--- config.mk ---
export PLATFORM = sky130hd
export DESIGN_NAME = cprv_lsu_stage
export DESIGN_NICKNAME = d
export VERILOG_FILES = /design/src/rtl/cprv_lsu_stage.sv
export SDC_FILE = /design/constraint.sdc
export NUM_CORES = 1
export LEC_CHECK = 0
export CAP_MARGIN = 15
export CORE_MARGIN = 10
export CORE_UTILIZATION = 55
export DETAILED_ROUTE_END_ITERATION = 10
export DONT_BUFFER_PORTS = 1
export PLACE_DENSITY = 0.67
export SYNTH_ARGS = -nofsm -noshare
export SYNTH_HDL_FRONTEND = slang
export SYNTH_SLANG_ARGS = --single-unit
--- constraint.sdc ---
create_clock -name clk -period 5.6 [get_ports clk]
set_input_delay 0.28 -clock clk [delete_from_list [all_inputs] [get_ports clk]]
set_output_delay 0.28 -clock clk [all_outputs]
set_load 0.005 [all_outputs]
--- src/rtl/cprv_lsu_stage.sv ---
// cprv memory stage: in-order completion queue with several outstanding dmem requests,
// byte-lane store strobes, load extraction with sign/zero extension, and flagging of
// misaligned or illegal-size accesses without issuing them to dmem.
module cprv_lsu_stage #(
  parameter int unsigned DATA_WIDTH = 64,
  parameter int unsigned DEPTH      = 4
) (
  input  logic                    clk,
  input  logic                    rst_n,
  // ex -> lsu
  input  logic                    valid_mem_i,
  output logic                    ready_mem_o,
  input  logic [6:0]              opcode_mem_i,
  input  logic [2:0]              funct3_mem_i,
  input  logic [4:0]              rd_addr_mem_i,
  input  logic                    rd_en_mem_i,
  input  logic [DATA_WIDTH-1:0]   alu_out_mem_i,
  input  logic [DATA_WIDTH-1:0]   rs2_data_mem_i,
  // lsu -> dmem request
  output logic                    valid_dmem_o,
  input  logic                    ready_dmem_i,
  output logic [DATA_WIDTH-1:0]   addr_dmem_o,
  output logic [DATA_WIDTH-1:0]   wdata_dmem_o,
  output logic [DATA_WIDTH/8-1:0] wstrb_dmem_o,
  output logic                    w_en_dmem_o,
  // dmem -> lsu response
  input  logic                    valid_rsp_dmem_i,
  output logic                    ready_rsp_dmem_o,
  input  logic [DATA_WIDTH-1:0]   rdata_rsp_dmem_i,
  // lsu -> wb
  output logic                    valid_wb_o,
  input  logic                    ready_wb_i,
  output logic [4:0]              rd_addr_wb_o,
  output logic                    rd_en_wb_o,
  output logic [DATA_WIDTH-1:0]   result_wb_o,
  output logic                    misalign_wb_o
);

  localparam int unsigned NB = DATA_WIDTH / 8;
  localparam int unsigned OW = $clog2(NB);
  localparam int unsigned PW = $clog2(DEPTH);
  localparam int unsigned CW = PW + 1;
  localparam logic [6:0] OpLoad  = 7'b0000011;
  localparam logic [6:0] OpStore = 7'b0100011;

  // Incoming op decode
  logic          is_load, is_store, is_mem, size_illegal, misalign, exc;
  logic [1:0]    size;
  logic [OW-1:0] offset, size_mask;
  logic [NB-1:0] size_bytes;

  assign is_load    = opcode_mem_i == OpLoad;
  assign is_store   = opcode_mem_i == OpStore;
  assign is_mem     = is_load | is_store;
  assign size       = funct3_mem_i[1:0];
  assign offset     = alu_out_mem_i[OW-1:0];
  assign size_mask  = OW'((32'd1 << size) - 32'd1);
  assign size_bytes = NB'((32'd1 << (32'd1 << size)) - 32'd1);
  assign misalign   = |(offset & size_mask);
  assign size_illegal = (is_store & funct3_mem_i[2]) | ((size == 2'd3) && (DATA_WIDTH == 32));
  assign exc        = is_mem & (size_illegal | misalign);

  // Queue and request state
  logic [DEPTH-1:0]      valid_q, valid_d, done_q, done_d, is_mem_q, is_mem_d;
  logic [DEPTH-1:0]      is_load_q, is_load_d, exc_q, exc_d, rd_en_q, rd_en_d;
  logic [4:0]            rd_addr_q [DEPTH];
  logic [4:0]            rd_addr_d [DEPTH];
  logic [2:0]            funct3_q  [DEPTH];
  logic [2:0]            funct3_d  [DEPTH];
  logic [OW-1:0]         offset_q  [DEPTH];
  logic [OW-1:0]         offset_d  [DEPTH];
  logic [DATA_WIDTH-1:0] result_q  [DEPTH];
  logic [DATA_WIDTH-1:0] result_d  [DEPTH];
  logic [PW-1:0]         wr_ptr_q, wr_ptr_d, rd_ptr_q, rd_ptr_d;
  logic [CW-1:0]         count_q, count_d;

  logic                  req_valid_q, req_valid_d, req_wen_q, req_wen_d;
  logic [DATA_WIDTH-1:0] req_addr_q, req_addr_d, req_wdata_q, req_wdata_d;
  logic [NB-1:0]         req_wstrb_q, req_wstrb_d;

  logic full, req_free, enq, issue, deq, rsp_fire;

  // Accept rule: excepting and non-memory ops need only a free queue slot
  always_comb begin
    full        = count_q == CW'(DEPTH);
    req_free    = ~req_valid_q | ready_dmem_i;
    ready_mem_o = ~full & (~is_mem | exc | req_free);
    enq         = valid_mem_i & ready_mem_o;
    issue       = enq & is_mem & ~exc;
    deq         = valid_wb_o & ready_wb_i;
  end

  // Request register: loads on issue, holds while stalled, drops when taken
  always_comb begin
    req_valid_d = req_valid_q;
    req_addr_d  = req_addr_q;
    req_wdata_d = req_wdata_q;
    req_wstrb_d = req_wstrb_q;
    req_wen_d   = req_wen_q;
    if (issue) begin
      req_valid_d = 1'b1;
      req_addr_d  = {alu_out_mem_i[DATA_WIDTH-1:OW], {OW{1'b0}}};
      req_wen_d   = is_store;
      req_wstrb_d = is_store ? (size_bytes << offset) : '0;
      req_wdata_d = is_store ? (rs2_data_mem_i << {offset, 3'b000}) : '0;
    end else if (ready_dmem_i) begin
      req_valid_d = 1'b0;
    end
  end

  // Find the oldest memory entry still waiting for its dmem response
  logic          rsp_found;
  logic [PW-1:0] rsp_idx, scan_idx;

  always_comb begin
    rsp_found = 1'b0;
    rsp_idx   = rd_ptr_q;
    scan_idx  = rd_ptr_q;
    for (int unsigned i = 0; i < DEPTH; i++) begin
      scan_idx = rd_ptr_q + PW'(i);
      if (!rsp_found && valid_q[scan_idx] && is_mem_q[scan_idx] && !done_q[scan_idx]) begin
        rsp_found = 1'b1;
        rsp_idx   = scan_idx;
      end
    end
  end

  assign ready_rsp_dmem_o = rsp_found;
  assign rsp_fire         = valid_rsp_dmem_i & rsp_found;

  // Load extraction: shift the addressed bytes down, then mask and extend
  logic [2:0]            rsp_f3;
  logic [DATA_WIDTH-1:0] rsp_shift, load_keep, load_val;
  logic                  load_sign;
  int unsigned           load_bits;

  always_comb begin
    rsp_f3    = funct3_q[rsp_idx];
    rsp_shift = rdata_rsp_dmem_i >> {offset_q[rsp_idx], 3'b000};
    load_bits = 32'd8 << rsp_f3[1:0];
    load_keep = '1;
    if (load_bits < DATA_WIDTH) begin
      load_keep = (DATA_WIDTH'(1) << load_bits) - DATA_WIDTH'(1);
    end
    // keep ^ (keep >> 1) isolates the top bit of the access
    load_sign = ~rsp_f3[2] & |(rsp_shift & (load_keep ^ (load_keep >> 1)));
    load_val  = (rsp_shift & load_keep) | (load_sign ? ~load_keep : '0);
  end

  // Queue next state: enqueue at tail, complete on response, retire at head
  always_comb begin
    valid_d   = valid_q;
    done_d    = done_q;
    is_mem_d  = is_mem_q;
    is_load_d = is_load_q;
    exc_d     = exc_q;
    rd_en_d   = rd_en_q;
    rd_addr_d = rd_addr_q;
    funct3_d  = funct3_q;
    offset_d  = offset_q;
    result_d  = result_q;
    if (enq) begin
      valid_d[wr_ptr_q]   = 1'b1;
      done_d[wr_ptr_q]    = ~is_mem | exc;
      is_mem_d[wr_ptr_q]  = is_mem;
      is_load_d[wr_ptr_q] = is_load;
      exc_d[wr_ptr_q]     = exc;
      rd_en_d[wr_ptr_q]   = rd_en_mem_i & ~exc;
      rd_addr_d[wr_ptr_q] = rd_addr_mem_i;
      funct3_d[wr_ptr_q]  = funct3_mem_i;
      offset_d[wr_ptr_q]  = offset;
      result_d[wr_ptr_q]  = alu_out_mem_i;
    end
    if (rsp_fire) begin
      done_d[rsp_idx] = 1'b1;
      if (is_load_q[rsp_idx]) begin
        result_d[rsp_idx] = load_val;
      end
    end
    if (deq) begin
      valid_d[rd_ptr_q] = 1'b0;
    end
    wr_ptr_d = wr_ptr_q + PW'(enq);
    rd_ptr_d = rd_ptr_q + PW'(deq);
    count_d  = count_q + CW'(enq) - CW'(deq);
  end

  // State registers
  always_ff @(posedge clk or negedge rst_n) begin
    if (!rst_n) begin
      valid_q     <= '0;
      done_q      <= '0;
      is_mem_q    <= '0;
      is_load_q   <= '0;
      exc_q       <= '0;
      rd_en_q     <= '0;
      for (int unsigned i = 0; i < DEPTH; i++) begin
        rd_addr_q[i] <= '0;
        funct3_q[i]  <= '0;
        offset_q[i]  <= '0;
        result_q[i]  <= '0;
      end
      wr_ptr_q    <= '0;
      rd_ptr_q    <= '0;
      count_q     <= '0;
      req_valid_q <= 1'b0;
      req_addr_q  <= '0;
      req_wdata_q <= '0;
      req_wstrb_q <= '0;
      req_wen_q   <= 1'b0;
    end else begin
      valid_q     <= valid_d;
      done_q      <= done_d;
      is_mem_q    <= is_mem_d;
      is_load_q   <= is_load_d;
      exc_q       <= exc_d;
      rd_en_q     <= rd_en_d;
      rd_addr_q   <= rd_addr_d;
      funct3_q    <= funct3_d;
      offset_q    <= offset_d;
      result_q    <= result_d;
      wr_ptr_q    <= wr_ptr_d;
      rd_ptr_q    <= rd_ptr_d;
      count_q     <= count_d;
      req_valid_q <= req_valid_d;
      req_addr_q  <= req_addr_d;
      req_wdata_q <= req_wdata_d;
      req_wstrb_q <= req_wstrb_d;
      req_wen_q   <= req_wen_d;
    end
  end

  // Outputs come straight from registers
  always_comb begin
    valid_dmem_o  = req_valid_q;
    addr_dmem_o   = req_addr_q;
    wdata_dmem_o  = req_wdata_q;
    wstrb_dmem_o  = req_wstrb_q;
    w_en_dmem_o   = req_wen_q;
    valid_wb_o    = valid_q[rd_ptr_q] & done_q[rd_ptr_q];
    rd_addr_wb_o  = rd_addr_q[rd_ptr_q];
    rd_en_wb_o    = rd_en_q[rd_ptr_q];
    result_wb_o   = result_q[rd_ptr_q];
    misalign_wb_o = exc_q[rd_ptr_q];
  end

endmodule

==> results of run 1 <==
-- stage by stage --
step                      cell area, sq um  utilization, %  power (W)  hold slack [ps]  worst slack [ps]
after floorplan                      27700               -     0.0134            -15.6              1410
after global placement               28000            56.1     0.0161            0.408               660
after detailed placement             28000            56.1     0.0164            0.578               556
after CTS                            30900            61.7     0.0203             -635               483
after global routing                 30900            61.8     0.0216             -649               128
final                                30900            61.8     0.0206             -635               379
-- flip-flops by register name, indices dropped and copies added (netlist names), 2 cells and up --
register	count
is_mem_q	4
result_q	256
done_q	4
wdata_dmem_o	64
rd_en_q	4
wr_ptr_q	2
exc_q	4
offset_q	12
addr_dmem_o	61
wstrb_dmem_o	8
rd_addr_q	20
count_q	3
rd_ptr_q	2
funct3_q	12
is_load_q	4
valid_q	4
-- layout make-up --
class / count / share of cell area [%]
multi-input combinational: 2387 / 47.9
sequential: 466 / 37.8
timing repair buffer: 166 / 5.32
clock buffer: 72 / 4.91
tap: 672 / 2.72
clock inverter: 22 / 1.17
inverter: 12 / 0.146
antenna: 9 / 0.0729
-- final timing paths --
check / startpoint / slack (ps) / end
min: rst_n / -640 / addr_dmem_o[10]
max in group asynchronous: rst_n / 5190 / rd_ptr_q[1]
min in group clk: alu_out_mem_i[52] / 20 / result_q[52]
max: rd_ptr_q[0] / 380 / result_q[171]
max reg2reg: rd_ptr_q[0] / 380 / result_q[171]
min reg2reg: rd_addr_q[14] / 480 / rd_addr_q[14]
-- layout by cell type (no fill, tap or decap), types with 50 or more instances in the layout --
cell and count:
mux2i_1 133, nor2_1 79, dlygate4sd3_1 93, a31oi_1 57, buf_4 60, a41oi_2 54
nand2_1 973, mux4_2 81, dfrtp_1 464, nor3_1 50, nand3_1 148, and3_1 120
clkbuf_16 52, a41oi_1 50, o21ai_0 223, a21oi_1 139
-- per-layer routing --
layer  share of wire [%]  up-vias
li1                    -    11000
met1                  37    12800
met3                  13      387
met5               0.059        -
met2                  45     1768
met4                 4.7       10
-- cells by family (layout without fill, tap and decap cells) --
family | after synthesis | count (layout) | synth area share, %
compound gates | 687 | 687 | 17.4
xor+xnor | 4 | 4 | 0.127
fa+ha+maj | 9 | 9 | 0.434
buf+inv | 302 | 272 | 4.79
flops | 466 | 466 | 42.2
mux | 242 | 242 | 12.6
other cells | 1 | 12 | 0.0136
simple gates | 1442 | 1442 | 22.4
-- critical path, cell delays in order, from the launching register on --
cell and delay [ps]:
dfrtp_4 490, inv_2 110, ha_1 440, mux4_2 550, a21o_1 210, o22a_1 330
buf_4 250, mux2i_1 290, mux2_2 330, nor2_2 70, a2bb2oi_1 220, o22ai_1 210
nor2_4 650, buf_12 520, a41oi_1 250
-- where the power goes --
part           internal (W)  switching, W  leakage, nW
registers           0.00450      0.000698         6.01
logic               0.00409       0.00751         7.20
clock network       0.00230       0.00149        0.927
==> impl_metrics.py, run 1 <==
metrics = {
    "clock_network": {
        "post_cts_setup_repair_buffer_count": 0,
        "cts_root_buffer": "clkbuf_16",
        "tritoncts_clock_tree": "yes",
        "path_clk_slew_ps": 70,
        "htree_num_levels": 2,
        "cts.repair.resized": 0,
        "insertion_delay_ps": 620,
        "post_cts_hold_buffer_count": 95,
        "clk_path_buf_depth": 3,
        "tritoncts.num_buffers": 51,
        "cts.sink_count": 466,
    },
    "global_route": {
        "grt_pass1_vias": 25500,
        "antenna_violations_before_repair": 9,
        "grt_overflow": 0,
        "grt_util_met2_pct": 54.6,
        "routing_usage_on_met3_pct": 10.8,
        "grt_use_met1_pct": 45.2,
        "grt_pass1_wl_um": 164000,
        "grt_start_max_net_pins": 467,
        "globalRouteTotalUtil_pct": 35.4,
        "gr-max-usage-layer": "met2",
    },
    "critical_path": {
        "worst_r2r_path_depth": 14,
        "critical_path_peak_fanout": 104,
        "critical_path_class": "reg -> reg",
        "worstSetupEndpointType": "register",
        "worst_ep_required_time_ps": 6020,
        "startpoint_kind_of_the_worst_setup_timing_path": "register",
        "cp_data_arrival_time_ps": 5640,
    },
    "synth": {
        "postSynthCellCount": 3153,
        "netlist_top_cells_area": "dfrtp_1, nand2_1, mux4_2, mux2i_1, o21ai_0",
        "netlist_area_sq_um": 27700,
        "yosys.cell_types.count": 79,
        "ys.flop_type": "dfrtp_1",
        "synth_top_cell_by_area": "dfrtp_1",
        "synth.yosys.seq_area_share_pct": 42.2,
        "synth.most_common_cell": "nand2_1",
        "post_synth_edffs": 0,
        "post-synth-top-area-fraction_pct": 42.2,
        "synth_async_sr_flop_share_pct": 100,
        "synthTopCellsByCount": "nand2_1, dfrtp_1, o21ai_0",
        "synth-seq-cells": 466,
        "avgSynthCellArea_sq_um": 8.77,
        "ys_warn_count": 0,
    },
    "finish": {
        "footprint_of_the_multi_input_gates_sq_um": 14800,
        "layout.filler_cells": 4211,
        "layout-drive-gt1-share_pct": 11.8,
        "final_cell_count_no_fill": 3806,
        "area_growth_syn_to_layout_pct": 11.7,
        "final-seq-area_sq_um": 11700,
        "finalNetCount": 3307,
    },
    "detailed_routing": {
        "wl_final_um": 110000,
        "ant_nets": 0,
        "drcViolationCount": 0,
        "wl_cell_um": 28.9,
        "drt_pass1_iterations": 7,
        "detailroute.via_count": 26000,
        "drt-initial-drc-count": 3604,
        "via_per_inst": 6.83,
    },
    "timing": {
        "layout_worst_path_cycle_share_pct": 93.2,
        "final_hold_vios": 466,
        "setup-violations-final": 0,
        "finClkSkew_ps": 28.5,
        "upper_clock_frequency_limit_mhz": 192,
        "timing.setup.tns_ps": 0,
        "grt_setup_unrepaired": "false",
        "worst_hold_slack_ps": -635,
        "slew_hr_pct": 23.4,
        "slew_violations": 0,
        "period_needed_ps": 5220,
        "tightestPinTransition_ps": 1150,
    },
    "place": {
        "port_buffers": 0,
        "detailedPlacementHpwl_um": 68500,
        "finalWeightedCongestion": 0.967,
        "placed_instances": 3608,
    },
    "die": {
        "fp.dieH_um": 244,
        "floorplan.die.width_um": 244,
        "design.die.area_sq_um": 59600,
        "io-pin-count": 426,
        "effective_utilization_at_floorplan_pct": 55.3,
        "fp-row-count": 82,
        "core_sq_um": 50000,
    },
    "job": {
        "max_cap_violations": 0,
    },
    "hold_path": {
        "hold_path_class": "in -> async",
    },
    "power_and_ir_drop": {
        "power.leakage_nw": 14.1,
        "max-vdd-ir-drop_mv": 1.16,
        "powerDensity_nw_per_um2": 667,
    },
    "outcome": {
        "outcome": "complete, but fails checks",
        "violations": "negative hold slack",
    },
}
Note: power is estimated with default switching activity, not from simulation.
==> run 2: changes to the inputs <==
--- a/config.mk
+++ b/config.mk
@@ -7,10 +7,11 @@
 export LEC_CHECK = 0
 export CAP_MARGIN = 15
 export CORE_MARGIN = 10
-export CORE_UTILIZATION = 55
+export CORE_UTILIZATION = 50
 export DETAILED_ROUTE_END_ITERATION = 10
 export DONT_BUFFER_PORTS = 1
-export PLACE_DENSITY = 0.67
+export GPL_TIMING_DRIVEN = 0
+export PLACE_DENSITY = 0.62
 export SYNTH_ARGS = -nofsm -noshare
 export SYNTH_HDL_FRONTEND = slang
 export SYNTH_SLANG_ARGS = --single-unit
==> constraint.sdc (replaced) <==
create_clock -name clk -period 4.9 [get_ports clk]
set_input_delay 0.245 -clock clk [delete_from_list [all_inputs] [get_ports clk]]
set_output_delay 0.245 -clock clk [all_outputs]
set_load 0.005 [all_outputs]
==> run 2 against run 1 <==
Compared with the run above: the flow finishes with violations (negative hold slack, max-slew violations); clock power is 11% higher; via count is 7.0% higher; routed wire length is 18% higher; critical endpoint is now result_q[206]; largest cell class unchanged; largest power group unchanged.
==> impl_metrics.py, run 2 (same netlist as run 1, synthesis figures left out) <==
metrics = {
    "global_route": {
        "grt_overflow": 0,
        "grt_pass1_wl_um": 187000,
        "antenna_violations_before_repair": 9,
        "grt_start_max_net_pins": 467,
        "globalRouteTotalUtil_pct": 39.0,
        "grt_pass1_vias": 26800,
    },
    "place": {
        "finalWeightedCongestion": 1.02,
        "detailedPlacementHpwl_um": 93900,
        "port_buffers": 0,
    },
    "power_and_ir_drop": {
        "powerDensity_nw_per_um2": 828,
        "power.leakage_nw": 14.4,
        "combinationalPowerShare_pct": 61.7,
        "clockPowerShare_pct": 15.9,
        "finalPower_w": 0.0265,
        "seqPwrFrac_pct": 22.3,
        "fraction_of_power_spent_switching_nets_pct": 49.7,
        "power.internal_w": 0.0133,
        "max-vdd-ir-drop_mv": 0.723,
        "total_net_switching_power_w": 0.0132,
    },
    "clock_network": {
        "tritoncts.num_buffers": 52,
        "post_cts_hold_buffer_count": 93,
        "cts.sink_count": 466,
        "cts_root_buffer": "clkbuf_16",
        "htree_num_levels": 2,
        "path_clk_slew_ps": 80,
        "clk_path_buf_depth": 3,
        "insertion_delay_ps": 640,
        "tritoncts_clock_tree": "yes",
    },
    "timing": {
        "slew_hr_pct": -16.4,
        "upper_clock_frequency_limit_mhz": 209,
        "final_hold_vios": 466,
        "timing.setup.tns_ps": 0,
        "slew_violations": 122,
        "worst_hold_slack_ps": -677,
        "tightestPinTransition_ps": 1750,
        "finClkSkew_ps": 28.4,
        "layout_worst_path_cycle_share_pct": 97.7,
        "setup-violations-final": 0,
        "period_needed_ps": 4790,
    },
    "finish": {
        "top_register": "result_q",
        "area_growth_syn_to_layout_pct": 15.6,
        "final_core_utilization_pct": 58.2,
        "layout-drive-gt1-share_pct": 12.6,
        "layout_common_cells": "nand2_1, dfrtp_1, o21ai_0, clkbuf_1, nand3_1",
        "finalNetCount": 3541,
        "most_common_cell_after_layout_fill_and_taps_aside": "nand2_1",
        "largest_reg_flops": 256,
    },
    "detailed_routing": {
        "routed.top_layer": "met5",
        "routed_wl_met2_um": 56300,
        "ant_nets": 0,
        "wl_final_um": 130000,
        "detailroute.via_count": 27800,
        "via_per_inst": 6.82,
        "wirelength_met1_um": 48500,
        "met3_length_um": 18400,
        "drt_pass1_iterations": 6,
        "drt-initial-drc-count": 3635,
        "wl_cell_um": 31.9,
        "drcViolationCount": 0,
    },
    "critical_path": {
        "timing.critical_path.to": "result_q[206]",
        "worstSetupEndpointType": "register",
        "worst_r2r_path_depth": 16,
        "r2r-end": "result_q[206]",
        "critical_path_peak_fanout": 10,
        "startpoint_kind_of_the_worst_setup_timing_path": "register",
        "r2r-start": "rd_ptr_q[0]",
        "reg2reg_setup_slack_ps": 110,
        "crit_start": "rd_ptr_q[0]",
        "worst_ep_required_time_ps": 5360,
        "cp_data_arrival_time_ps": 5250,
        "critical_path_class": "reg -> reg",
    },
    "die": {
        "fp-row-count": 86,
        "design.die.area_sq_um": 65100,
        "floorplan.die.width_um": 255,
        "effective_utilization_at_floorplan_pct": 50.4,
        "io-pin-count": 426,
        "fp.dieH_um": 255,
        "core_sq_um": 54900,
    },
    "hold_path": {
        "hold_path_class": "in -> async",
    },
    "job": {
        "max_cap_violations": 0,
    },
    "outcome": {
        "violations": "negative hold slack, max-slew violations",
        "outcome": "complete, but fails checks",
    },
}
==> run 2: through the flow <==
step                      hold WS, ps  worst slack (ps)  std cells  cell area [sq um]
after floorplan                 -50.6               708       3155              27700
after global placement          -35.8             -1050       3859              28500
after detailed placement        -35.7              -699       3866              28700
after CTS                        -687              2.38       4059              31700
after global routing             -679             -8.56       4070              31900
final                            -677               112       4077              32000
==> run 2: worst max-delay path, cell delays in order (launching register included) <==
cell,delay (ps)
dfrtp_2,430
clkbuf_4,240
inv_2,110
ha_2,420
mux4_2,520
a21o_1,210
o22a_1,220
buf_6,150
mux2i_2,280
mux2_2,260
buf_2,280
buf_4,280
mux2i_1,300
a2bb2oi_1,360
a21oi_1,140
a21oi_2,260
a21oi_1,120
==> run 2: layout make-up <==
type                            count  area (sq um)
Fill cell                        4977         22900
Multi-Input combinational cell   2387         15000
Sequential cell                   466         11700
Clock buffer                       76          1530
Buffer                            285          1320
Timing Repair Buffer              114          1180
Tap cell                          704           881
Clock inverter                     22           278
Inverter                           12          45.0
Antenna cell                       11          27.5
==> run 2: power groups by stage <==
| stage | Clock (W) | Combinational (W) | Sequential, W |
|---|---|---|---|
| floorplan | 0 | 0.00969 | 0.00567 |
| global placement | 0 | 0.0142 | 0.00587 |
| detailed placement | 0 | 0.0145 | 0.00593 |
| CTS | 0.00424 | 0.0154 | 0.00587 |
| global route | 0.00439 | 0.0170 | 0.00604 |
| finish | 0.00422 | 0.0163 | 0.00592 |
==> run 2: layer usage <==
layer  GRT usage (%)  vias up
met4            18.1        8
met5            1.23        -
met2            57.0     2044
met3            13.4      430
li1                -    11500
met1            51.3    13800
==> run 2: worst min-delay path by stage <==
stage | startpoint | end | slack, ps | cells after the start
final | rst_n | result_q[161] | -680 | 0
after global routing | rst_n | addr_dmem_o[11] | -680 | 0
after CTS | rst_n | result_q[161] | -690 | 0
after detailed placement | rst_n | addr_dmem_o[8] | -40 | 0
after global placement | rst_n | addr_dmem_o[8] | -40 | 0
after floorplan | rst_n | addr_dmem_o[10] | -50 | 0
==> run 2: what timing repair did <==
action / in CTS / in global routing
hold endpoints to repair: 830 / 466
gates resized for setup: 68 / 35
pin swaps: 2 / 1
endpoints found under the setup margin: 252 / 256
buffers inserted: 7 / 5
